**config.mk**
```make
export PLATFORM = sky130hd
export DESIGN_NAME = neural_simd_seq_flat
export DESIGN_NICKNAME = d
export VERILOG_FILES = /design/src/rtl/neural_pkg.sv /design/src/rtl/neural_simd_seq_if.sv /design/src/rtl/neural_simd_seq.sv /design/src/flat_wrapper.sv
export SDC_FILE = /design/constraint.sdc
export NUM_CORES = 1
export LEC_CHECK = 0
export BUFFER_PORTS_ARGS = -buffer_cell sky130_fd_sc_hd__buf_2
export CAP_MARGIN = 20
export CORE_MARGIN = 8
export CORE_UTILIZATION = 30
export DETAILED_ROUTE_END_ITERATION = 10
export PLACE_DENSITY = 0.61
export SETUP_SLACK_MARGIN = 0.4
export SYNTH_ARGS = -nofsm -noshare
export SYNTH_HDL_FRONTEND = slang
export SYNTH_SLANG_ARGS = --single-unit
export TNS_END_PERCENT = 30
```
**constraint.sdc**
```tcl
create_clock -name clk -period 13.7 [get_ports clk]
set_input_delay 1.37 -clock clk [delete_from_list [all_inputs] [get_ports clk]]
set_output_delay 1.37 -clock clk [all_outputs]
set_load 0.05 [all_outputs]
```
**src/rtl/neural_pkg.sv**
```systemverilog
`default_nettype none
// ============================================================================
// Module   : neural_pkg
// Brief    : Shared types and constants for the neural SIMD sequencer.
// Revision : 1.0 - initial release
// ============================================================================
package neural_pkg;

    localparam int c_lane_w = 8;
    localparam int c_lanes  = 4;
    localparam int c_data_w = c_lane_w * c_lanes;

    localparam logic [1:0] MODE_MASK   = 2'd0;
    localparam logic [1:0] MODE_BRIGHT = 2'd1;
    localparam logic [1:0] MODE_BLEND  = 2'd2;
    localparam logic [1:0] MODE_DIFF   = 2'd3;

    typedef enum logic [2:0] {
        ST_IDLE = 3'd0,
        ST_RD_A = 3'd1,
        ST_WT_A = 3'd2,
        ST_RD_B = 3'd3,
        ST_WT_B = 3'd4,
        ST_EXEC = 3'd5,
        ST_WR   = 3'd6,
        ST_DONE = 3'd7
    } state_t;

endpackage
`default_nettype wire

```
**src/rtl/neural_simd_seq_if.sv**
```systemverilog
`default_nettype none
// ============================================================================
// Module   : neural_simd_seq_if
// Brief    : Command, memory-port and SIMD-operand bus of the sequencer.
// Revision : 1.0 - initial release
// ============================================================================
interface neural_simd_seq_if
    import neural_pkg::*;
#(
    parameter int AW = 16,
    parameter int LW = 16
);

    logic                cmd_valid;
    logic                cmd_ready;
    logic [1:0]          cmd_mode;
    logic [c_data_w-1:0] cmd_param;
    logic                cmd_use_b;
    logic [AW-1:0]       cmd_src_a;
    logic [AW-1:0]       cmd_src_b;
    logic [AW-1:0]       cmd_dst;
    logic [LW-1:0]       cmd_len;

    logic                mem_req;
    logic                mem_we;
    logic [AW-1:0]       mem_addr;
    logic [c_data_w-1:0] mem_wdata;
    logic                mem_gnt;
    logic                mem_rvalid;
    logic [c_data_w-1:0] mem_rdata;

    logic [1:0]          simd_mode;
    logic [c_data_w-1:0] simd_rs1;
    logic [c_data_w-1:0] simd_rs2;
    logic [c_data_w-1:0] simd_param;
    logic [c_data_w-1:0] simd_rd;

    logic                busy;
    logic                done;
    logic [LW-1:0]       words_done;

    modport master (
        input  cmd_valid, cmd_mode, cmd_param, cmd_use_b, cmd_src_a, cmd_src_b,
               cmd_dst, cmd_len, mem_gnt, mem_rvalid, mem_rdata, simd_rd,
        output cmd_ready, mem_req, mem_we, mem_addr, mem_wdata, simd_mode,
               simd_rs1, simd_rs2, simd_param, busy, done, words_done
    );

    modport slave (
        output cmd_valid, cmd_mode, cmd_param, cmd_use_b, cmd_src_a, cmd_src_b,
               cmd_dst, cmd_len, mem_gnt, mem_rvalid, mem_rdata, simd_rd,
        input  cmd_ready, mem_req, mem_we, mem_addr, mem_wdata, simd_mode,
               simd_rs1, simd_rs2, simd_param, busy, done, words_done
    );

endinterface
`default_nettype wire

```
**src/rtl/neural_simd_seq.sv**
```systemverilog
`default_nettype none
// ============================================================================
// Module   : neural_simd_seq
// Brief    : Streams packed pixel words from memory through the SIMD datapath
//            and writes results back, one memory transaction at a time.
// Revision : 1.0 - initial release
// ============================================================================
module neural_simd_seq
    import neural_pkg::*;
#(
    parameter int AW       = 16,
    parameter int LW       = 16,
    parameter int SIMD_LAT = 1
) (
    input  wire logic          clk,
    input  wire logic          rst,
    neural_simd_seq_if.master  bus
);

    localparam int                 c_lat_w    = (SIMD_LAT > 1) ? $clog2(SIMD_LAT) : 1;
    localparam logic [c_lat_w-1:0] c_lat_last = c_lat_w'(SIMD_LAT - 1);

    state_t              r_state;
    state_t              w_next;

    logic [1:0]          r_mode;
    logic [c_data_w-1:0] r_param;
    logic                r_use_b;
    logic [AW-1:0]       r_a_ptr;
    logic [AW-1:0]       r_b_ptr;
    logic [AW-1:0]       r_d_ptr;
    logic [LW-1:0]       r_len;
    logic [LW-1:0]       r_words_done;
    logic [c_data_w-1:0] r_rs1;
    logic [c_data_w-1:0] r_rs2;
    logic [c_data_w-1:0] r_wdata;
    logic [c_lat_w-1:0]  r_lat_cnt;

    logic                w_lat_last;
    logic [LW-1:0]       w_words_inc;
    logic                w_last_word;

    logic                w_cmd_ready;
    logic                w_busy;
    logic                w_done;
    logic                w_mem_req;
    logic                w_mem_we;
    logic [AW-1:0]       w_mem_addr;

    assign w_lat_last  = (r_lat_cnt == c_lat_last);
    assign w_words_inc = r_words_done + LW'(1);
    assign w_last_word = (w_words_inc == r_len);

    always_ff @(posedge clk or posedge rst) begin
        if (rst) begin
            r_state <= ST_IDLE;
        end else begin
            r_state <= w_next;
        end
    end

    always_comb begin
        w_next = r_state;
        case (r_state)
            ST_IDLE: if (bus.cmd_valid) w_next = (bus.cmd_len == '0) ? ST_DONE : ST_RD_A;
            ST_RD_A: if (bus.mem_gnt)    w_next = ST_WT_A;
            ST_WT_A: if (bus.mem_rvalid) w_next = r_use_b ? ST_RD_B : ST_EXEC;
            ST_RD_B: if (bus.mem_gnt)    w_next = ST_WT_B;
            ST_WT_B: if (bus.mem_rvalid) w_next = ST_EXEC;
            ST_EXEC: if (w_lat_last)     w_next = ST_WR;
            ST_WR:   if (bus.mem_gnt)    w_next = w_last_word ? ST_DONE : ST_RD_A;
            ST_DONE:                     w_next = ST_IDLE;
            default:                     w_next = ST_IDLE;
        endcase
    end

    // Address and direction depend on state only, so they hold while a request waits for grant.
    always_comb begin
        w_cmd_ready = 1'b0;
        w_busy      = 1'b1;
        w_done      = 1'b0;
        w_mem_req   = 1'b0;
        w_mem_we    = 1'b0;
        w_mem_addr  = '0;
        case (r_state)
            ST_IDLE: begin
                w_cmd_ready = 1'b1;
                w_busy      = 1'b0;
            end
            ST_RD_A: begin
                w_mem_req  = 1'b1;
                w_mem_addr = r_a_ptr;
            end
            ST_RD_B: begin
                w_mem_req  = 1'b1;
                w_mem_addr = r_b_ptr;
            end
            ST_WR: begin
                w_mem_req  = 1'b1;
                w_mem_we   = 1'b1;
                w_mem_addr = r_d_ptr;
            end
            ST_DONE: w_done = 1'b1;
            default: ;
        endcase
    end

    always_ff @(posedge clk or posedge rst) begin
        if (rst) begin
            r_mode       <= '0;
            r_param      <= '0;
            r_use_b      <= 1'b0;
            r_a_ptr      <= '0;
            r_b_ptr      <= '0;
            r_d_ptr      <= '0;
            r_len        <= '0;
            r_words_done <= '0;
            r_rs1        <= '0;
            r_rs2        <= '0;
            r_wdata      <= '0;
            r_lat_cnt    <= '0;
        end else begin
            case (r_state)
                ST_IDLE: begin
                    if (bus.cmd_valid) begin
                        r_mode       <= bus.cmd_mode;
                        r_param      <= bus.cmd_param;
                        r_use_b      <= bus.cmd_use_b;
                        r_a_ptr      <= bus.cmd_src_a;
                        r_b_ptr      <= bus.cmd_src_b;
                        r_d_ptr      <= bus.cmd_dst;
                        r_len        <= bus.cmd_len;
                        r_words_done <= '0;
                        r_rs2        <= '0;
                        r_lat_cnt    <= '0;
                    end
                end
                ST_WT_A: if (bus.mem_rvalid) r_rs1 <= bus.mem_rdata;
                ST_WT_B: if (bus.mem_rvalid) r_rs2 <= bus.mem_rdata;
                ST_EXEC: begin
                    if (w_lat_last) begin
                        r_wdata   <= bus.simd_rd;
                        r_lat_cnt <= '0;
                    end else begin
                        r_lat_cnt <= r_lat_cnt + c_lat_w'(1);
                    end
                end
                ST_WR: begin
                    if (bus.mem_gnt) begin
                        r_a_ptr      <= r_a_ptr + AW'(1);
                        r_b_ptr      <= r_b_ptr + AW'(1);
                        r_d_ptr      <= r_d_ptr + AW'(1);
                        r_words_done <= w_words_inc;
                    end
                end
                default: ;
            endcase
        end
    end

    assign bus.cmd_ready  = w_cmd_ready;
    assign bus.busy       = w_busy;
    assign bus.done       = w_done;
    assign bus.words_done = r_words_done;
    assign bus.mem_req    = w_mem_req;
    assign bus.mem_we     = w_mem_we;
    assign bus.mem_addr   = w_mem_addr;
    assign bus.mem_wdata  = r_wdata;
    assign bus.simd_mode  = r_mode;
    assign bus.simd_param = r_param;
    assign bus.simd_rs1   = r_rs1;
    assign bus.simd_rs2   = r_rs2;

endmodule
`default_nettype wire

```
**src/flat_wrapper.sv**
```systemverilog
// flat-port wrapper written by rule: the top's interface ports become plain ports
module neural_simd_seq_flat import neural_pkg::*;
#(
    parameter int AW       = 16,
    parameter int LW       = 16,
    parameter int SIMD_LAT = 1
)
  (clk, rst, bus_cmd_valid, bus_cmd_mode, bus_cmd_param, bus_cmd_use_b, bus_cmd_src_a, bus_cmd_src_b, bus_cmd_dst, bus_cmd_len, bus_mem_gnt, bus_mem_rvalid, bus_mem_rdata, bus_simd_rd, bus_cmd_ready, bus_mem_req, bus_mem_we, bus_mem_addr, bus_mem_wdata, bus_simd_mode, bus_simd_rs1, bus_simd_rs2, bus_simd_param, bus_busy, bus_done, bus_words_done);
  neural_simd_seq_if #(.AW(AW), .LW(LW)) bus_i ();
  input  wire logic clk;
  input  wire logic rst;
  input wire logic [$bits(bus_i.cmd_valid)-1:0] bus_cmd_valid;
  input wire logic [$bits(bus_i.cmd_mode)-1:0] bus_cmd_mode;
  input wire logic [$bits(bus_i.cmd_param)-1:0] bus_cmd_param;
  input wire logic [$bits(bus_i.cmd_use_b)-1:0] bus_cmd_use_b;
  input wire logic [$bits(bus_i.cmd_src_a)-1:0] bus_cmd_src_a;
  input wire logic [$bits(bus_i.cmd_src_b)-1:0] bus_cmd_src_b;
  input wire logic [$bits(bus_i.cmd_dst)-1:0] bus_cmd_dst;
  input wire logic [$bits(bus_i.cmd_len)-1:0] bus_cmd_len;
  input wire logic [$bits(bus_i.mem_gnt)-1:0] bus_mem_gnt;
  input wire logic [$bits(bus_i.mem_rvalid)-1:0] bus_mem_rvalid;
  input wire logic [$bits(bus_i.mem_rdata)-1:0] bus_mem_rdata;
  input wire logic [$bits(bus_i.simd_rd)-1:0] bus_simd_rd;
  output wire logic [$bits(bus_i.cmd_ready)-1:0] bus_cmd_ready;
  output wire logic [$bits(bus_i.mem_req)-1:0] bus_mem_req;
  output wire logic [$bits(bus_i.mem_we)-1:0] bus_mem_we;
  output wire logic [$bits(bus_i.mem_addr)-1:0] bus_mem_addr;
  output wire logic [$bits(bus_i.mem_wdata)-1:0] bus_mem_wdata;
  output wire logic [$bits(bus_i.simd_mode)-1:0] bus_simd_mode;
  output wire logic [$bits(bus_i.simd_rs1)-1:0] bus_simd_rs1;
  output wire logic [$bits(bus_i.simd_rs2)-1:0] bus_simd_rs2;
  output wire logic [$bits(bus_i.simd_param)-1:0] bus_simd_param;
  output wire logic [$bits(bus_i.busy)-1:0] bus_busy;
  output wire logic [$bits(bus_i.done)-1:0] bus_done;
  output wire logic [$bits(bus_i.words_done)-1:0] bus_words_done;
  assign bus_i.cmd_valid = bus_cmd_valid;
  assign bus_i.cmd_mode = bus_cmd_mode;
  assign bus_i.cmd_param = bus_cmd_param;
  assign bus_i.cmd_use_b = bus_cmd_use_b;
  assign bus_i.cmd_src_a = bus_cmd_src_a;
  assign bus_i.cmd_src_b = bus_cmd_src_b;
  assign bus_i.cmd_dst = bus_cmd_dst;
  assign bus_i.cmd_len = bus_cmd_len;
  assign bus_i.mem_gnt = bus_mem_gnt;
  assign bus_i.mem_rvalid = bus_mem_rvalid;
  assign bus_i.mem_rdata = bus_mem_rdata;
  assign bus_i.simd_rd = bus_simd_rd;
  assign bus_cmd_ready = bus_i.cmd_ready;
  assign bus_mem_req = bus_i.mem_req;
  assign bus_mem_we = bus_i.mem_we;
  assign bus_mem_addr = bus_i.mem_addr;
  assign bus_mem_wdata = bus_i.mem_wdata;
  assign bus_simd_mode = bus_i.simd_mode;
  assign bus_simd_rs1 = bus_i.simd_rs1;
  assign bus_simd_rs2 = bus_i.simd_rs2;
  assign bus_simd_param = bus_i.simd_param;
  assign bus_busy = bus_i.busy;
  assign bus_done = bus_i.done;
  assign bus_words_done = bus_i.words_done;
  neural_simd_seq #(.AW(AW), .LW(LW), .SIMD_LAT(SIMD_LAT)) u_core (.clk(clk), .rst(rst), .bus(bus_i));
endmodule
```
==> out/metrics.csv <==
stage,metric,value,unit
routing,Final ANT Viol Nets,0,
synthesis,Synth Area per Inst,9.515,sq um
sta,Worst Skew,0.01049,ns
routing,total iterations of the first detailed-routing run,5,
power,Sequential Power Share,0.314,
die,IO Pins,335,
synthesis,YS warnings,0,
synthesis,Synth top area share,0.5158,
sta,clock period minus final worst setup slack,4.514,ns
clocking,TritonCTS Sinks,214,
sta,Final Setup Violations,0,
die,die span in x,202.0,microns
run_status,outcome,"finished, final reports clean",
sta,Slew HR,0.2490,
sta,fmax,0.2215,GHz
synthesis,Cells after Synth,1091,
final_layout,"commonest non-fill, non-tap cells in the layout","334 x buf_2, 307 x nand2_1, 214 x dfrtp_1",
power,power share of the clock group,0.194,
synthesis,"EDFF count, synth",0,
sta,Fin Setup TNS,0,ns
routing,total wire length,34910,microns
synthesis,top post-synthesis cells by area,"dfrtp_1 52%, nand2_1 11%, mux2_2 7.1%, o21ai_0 3.9%, a22o_1 2.6%",
critical_path,worst-path fanout max,28,
placed_design,final RePlAce weighted congestion,0.8810,
routing,Wirelength per Cell,18.74,microns
sta,Hold Fails Final Rpt,0,
sta,RSZ-0062 raised after global routing,false,
synthesis,largest area contributor in the netlist,dfrtp_1,
die,num rows,68,
clocking,total CTS buffers,25,
synthesis,Unique masters post-synth,68,
grt,number of global-route vias before repair,9534,
synthesis,Yosys reg bits,214,
run,max-capacitance violation count,0,
clocking,Root Buffer,clkbuf_16,
synthesis,Syn Nets,1263,
synthesis,Mapped Area,10380,sq um
grt,largest net degree at the start of global routing,94,
synthesis,Synth async-reset ratio,1.000,
power,Tot Pwr,3.768,mW
sta,period utilisation layout,0.3295,
final_layout,area grow syn2layout,28.17,%
clocking,Post-CTS Resized,0,
critical_path,Setup CP Type,reg2out,
die,starting density of the core,0.3028,
grt,gr ovfl total,0,
sta,hold slack,0.4661,ns
final_layout,fraction of layout instances using a drive strength above 1,0.3345,
final_layout,fin nets,1559,
routing,via/cell ratio,5.012,
routing,vias,9337,
sta,Worst-Margin Slew,1.122,ns
worst_hold_path,Hold Path Class,reg2reg,
clocking,Clock Latency Late Sink,0.52,ns
clocking,cts hold-fix bufs,0,
power,Cell Pwr Density,283.2,nW/um^2
clocking,CTS tree,built,
critical_path,worst path required time,12.33,ns
sta,final slew viol count,0,
power,Switching Share,0.4982,
synthesis,sequential area share after synthesis,0.5158,
critical_path,CP Capture Type,output port,
power,Lkg Pwr,6.489,nW
critical_path,CP arrival,3.14,ns
final_layout,"commonest non-fill, non-tap cell in the layout",buf_2,
placed_design,count of input and output buffers,334,
final_layout,Filler Cells Inserted,3501,
routing,drc violations,0,
die,Die Area,40810,sq um
grt,Tot GR Track Use,0.1638,
clocking,H-tree depth,1,
power,Combinational Power Share,0.493,
grt,first-pass GRT wire length,54660,microns
routing,DR iter-0 viols,645,
clocking,postcts setup bufs,0,
die,Die Span Y,202.0,microns
power,Int Pwr,1.891,mW
synthesis,top_reg_cell synth,dfrtp_1,
power,VDD IR-drop max,0.0001847,V
critical_path,Critical Path Start Type,flop,
clocking,clock slew at reported path FFs,0.06,ns
grt,initial antenna violation count,6,
power,P_sw,1.877,mW
die,core box area,34290,sq um
clocking,clk buf depth,3,
placed_design,DP HPWL,25440,microns
==> worst max-delay path: stages (launching register included) <==
cell and delay (ns):
dfrtp_1 0.75, nand2b_1 0.34, nor2_1 0.86, a22o_1 0.37
buf_2 0.31
==> final cells by class <==
cell class / count / area, sq um / area share
diodes: 3 / 7.507 / 0.0005642
flip-flops and latches: 214 / 5355 / 0.4025
repair buffers: 344 / 1747 / 0.1313
multi-input cells: 790 / 4661 / 0.3503
well taps: 455 / 569.3 / 0.04279
clock inverters: 12 / 192.7 / 0.01448
inverters: 12 / 57.56 / 0.004326
clock buffers: 33 / 715.7 / 0.05379
==> sequential cells by signal (all words and copies together) (netlist names) <==
signal                 count
u_core.r_d_ptr            16
u_core.bus.mem_wdata      32
u_core.bus.simd_rs2       32
u_core.r_b_ptr            16
u_core.bus.words_done     16
u_core.bus.simd_mode       2
u_core.bus.simd_param     32
u_core.r_a_ptr            16
u_core.r_state             3
u_core.bus.simd_rs1       32
u_core.r_use_b             1
u_core.r_len              16
==> power groups by stage <==
stage	logic [mW]	clock network (mW)	registers, mW
3_3_place_gp	1.85	0	1.17
2_1_floorplan	0.791	0	1.77
6_report	1.86	0.730	1.18
4_1_cts	1.88	0.748	1.18
5_1_grt	1.98	0.772	1.23
3_5_place_dp	1.88	0	1.18
==> cells in the mapped netlist, types with 15 or more instances <==
| master | instances |
|---|---|
| clkbuf_1 | 31 |
| nand2_1 | 307 |
| dfrtp_1 | 214 |
| nor2_1 | 29 |
| a31oi_1 | 19 |
| a21oi_1 | 40 |
| nand3_1 | 33 |
| a22o_1 | 31 |
| mux2_2 | 65 |
| and3_1 | 15 |
| buf_2 | 28 |
| nor3_1 | 16 |
| mux2i_1 | 15 |
| o21ai_0 | 80 |
==> metal layers <==
layer | track usage | vias to the layer above | routed length (microns)
li1 | - | 4414 | -
met3 | 0.05363 | 61 | 3015
met1 | 0.2037 | 4497 | 14380
met5 | 0 | - | 40
met4 | 0.04748 | 6 | 943
met2 | 0.2679 | 359 | 16530
==> stage by stage <==
| step | worst slack (ns) | cells | area [sq um] | utilization |
|---|---|---|---|---|
| finish | 9.186 | 1863 | 13310 | 0.3880 |
| global route | 9.072 | 1862 | 13300 | 0.3880 |
| CTS | 9.233 | 1860 | 13300 | 0.3878 |
| detailed placement | 9.781 | 1815 | 12390 | 0.3613 |
| global placement | 9.867 | 1815 | 12390 | 0.3613 |
| floorplan | 6.479 | 1091 | 10380 | - |
==> cell families after synthesis <==
| family | share of synthesized area |
|---|---|
| buffers and inverters | 0.03905 |
| flip-flops | 0.5158 |
| multiplexers | 0.08497 |
| XOR/XNOR | 0.01687 |
| AND/OR/NAND/NOR | 0.1973 |
| AO/OA/AOI/OAI | 0.1411 |
| adder cells (fa/ha/maj) | 0.004821 |
==> worst paths after layout <==
check | startpoint | end | slack [ns] | depth (start not counted)
worst max-delay path | u_core.r_state[1] | bus_mem_addr[15] | 9.19 | 4
worst min-delay path | u_core.bus.simd_param[21] | u_core.bus.simd_param[21] | 0.47 | 2
worst max register to register | u_core.r_state[2] | u_core.r_a_ptr[10] | 10.05 | 10
worst min register to register | u_core.bus.simd_param[21] | u_core.bus.simd_param[21] | 0.47 | 2
max in group asynchronous | rst | u_core.r_d_ptr[5] | 10.76 | 4
min in group asynchronous | rst | u_core.bus.simd_rs1[25] | 0.96 | 2
Power figures use the tool's default switching activity.
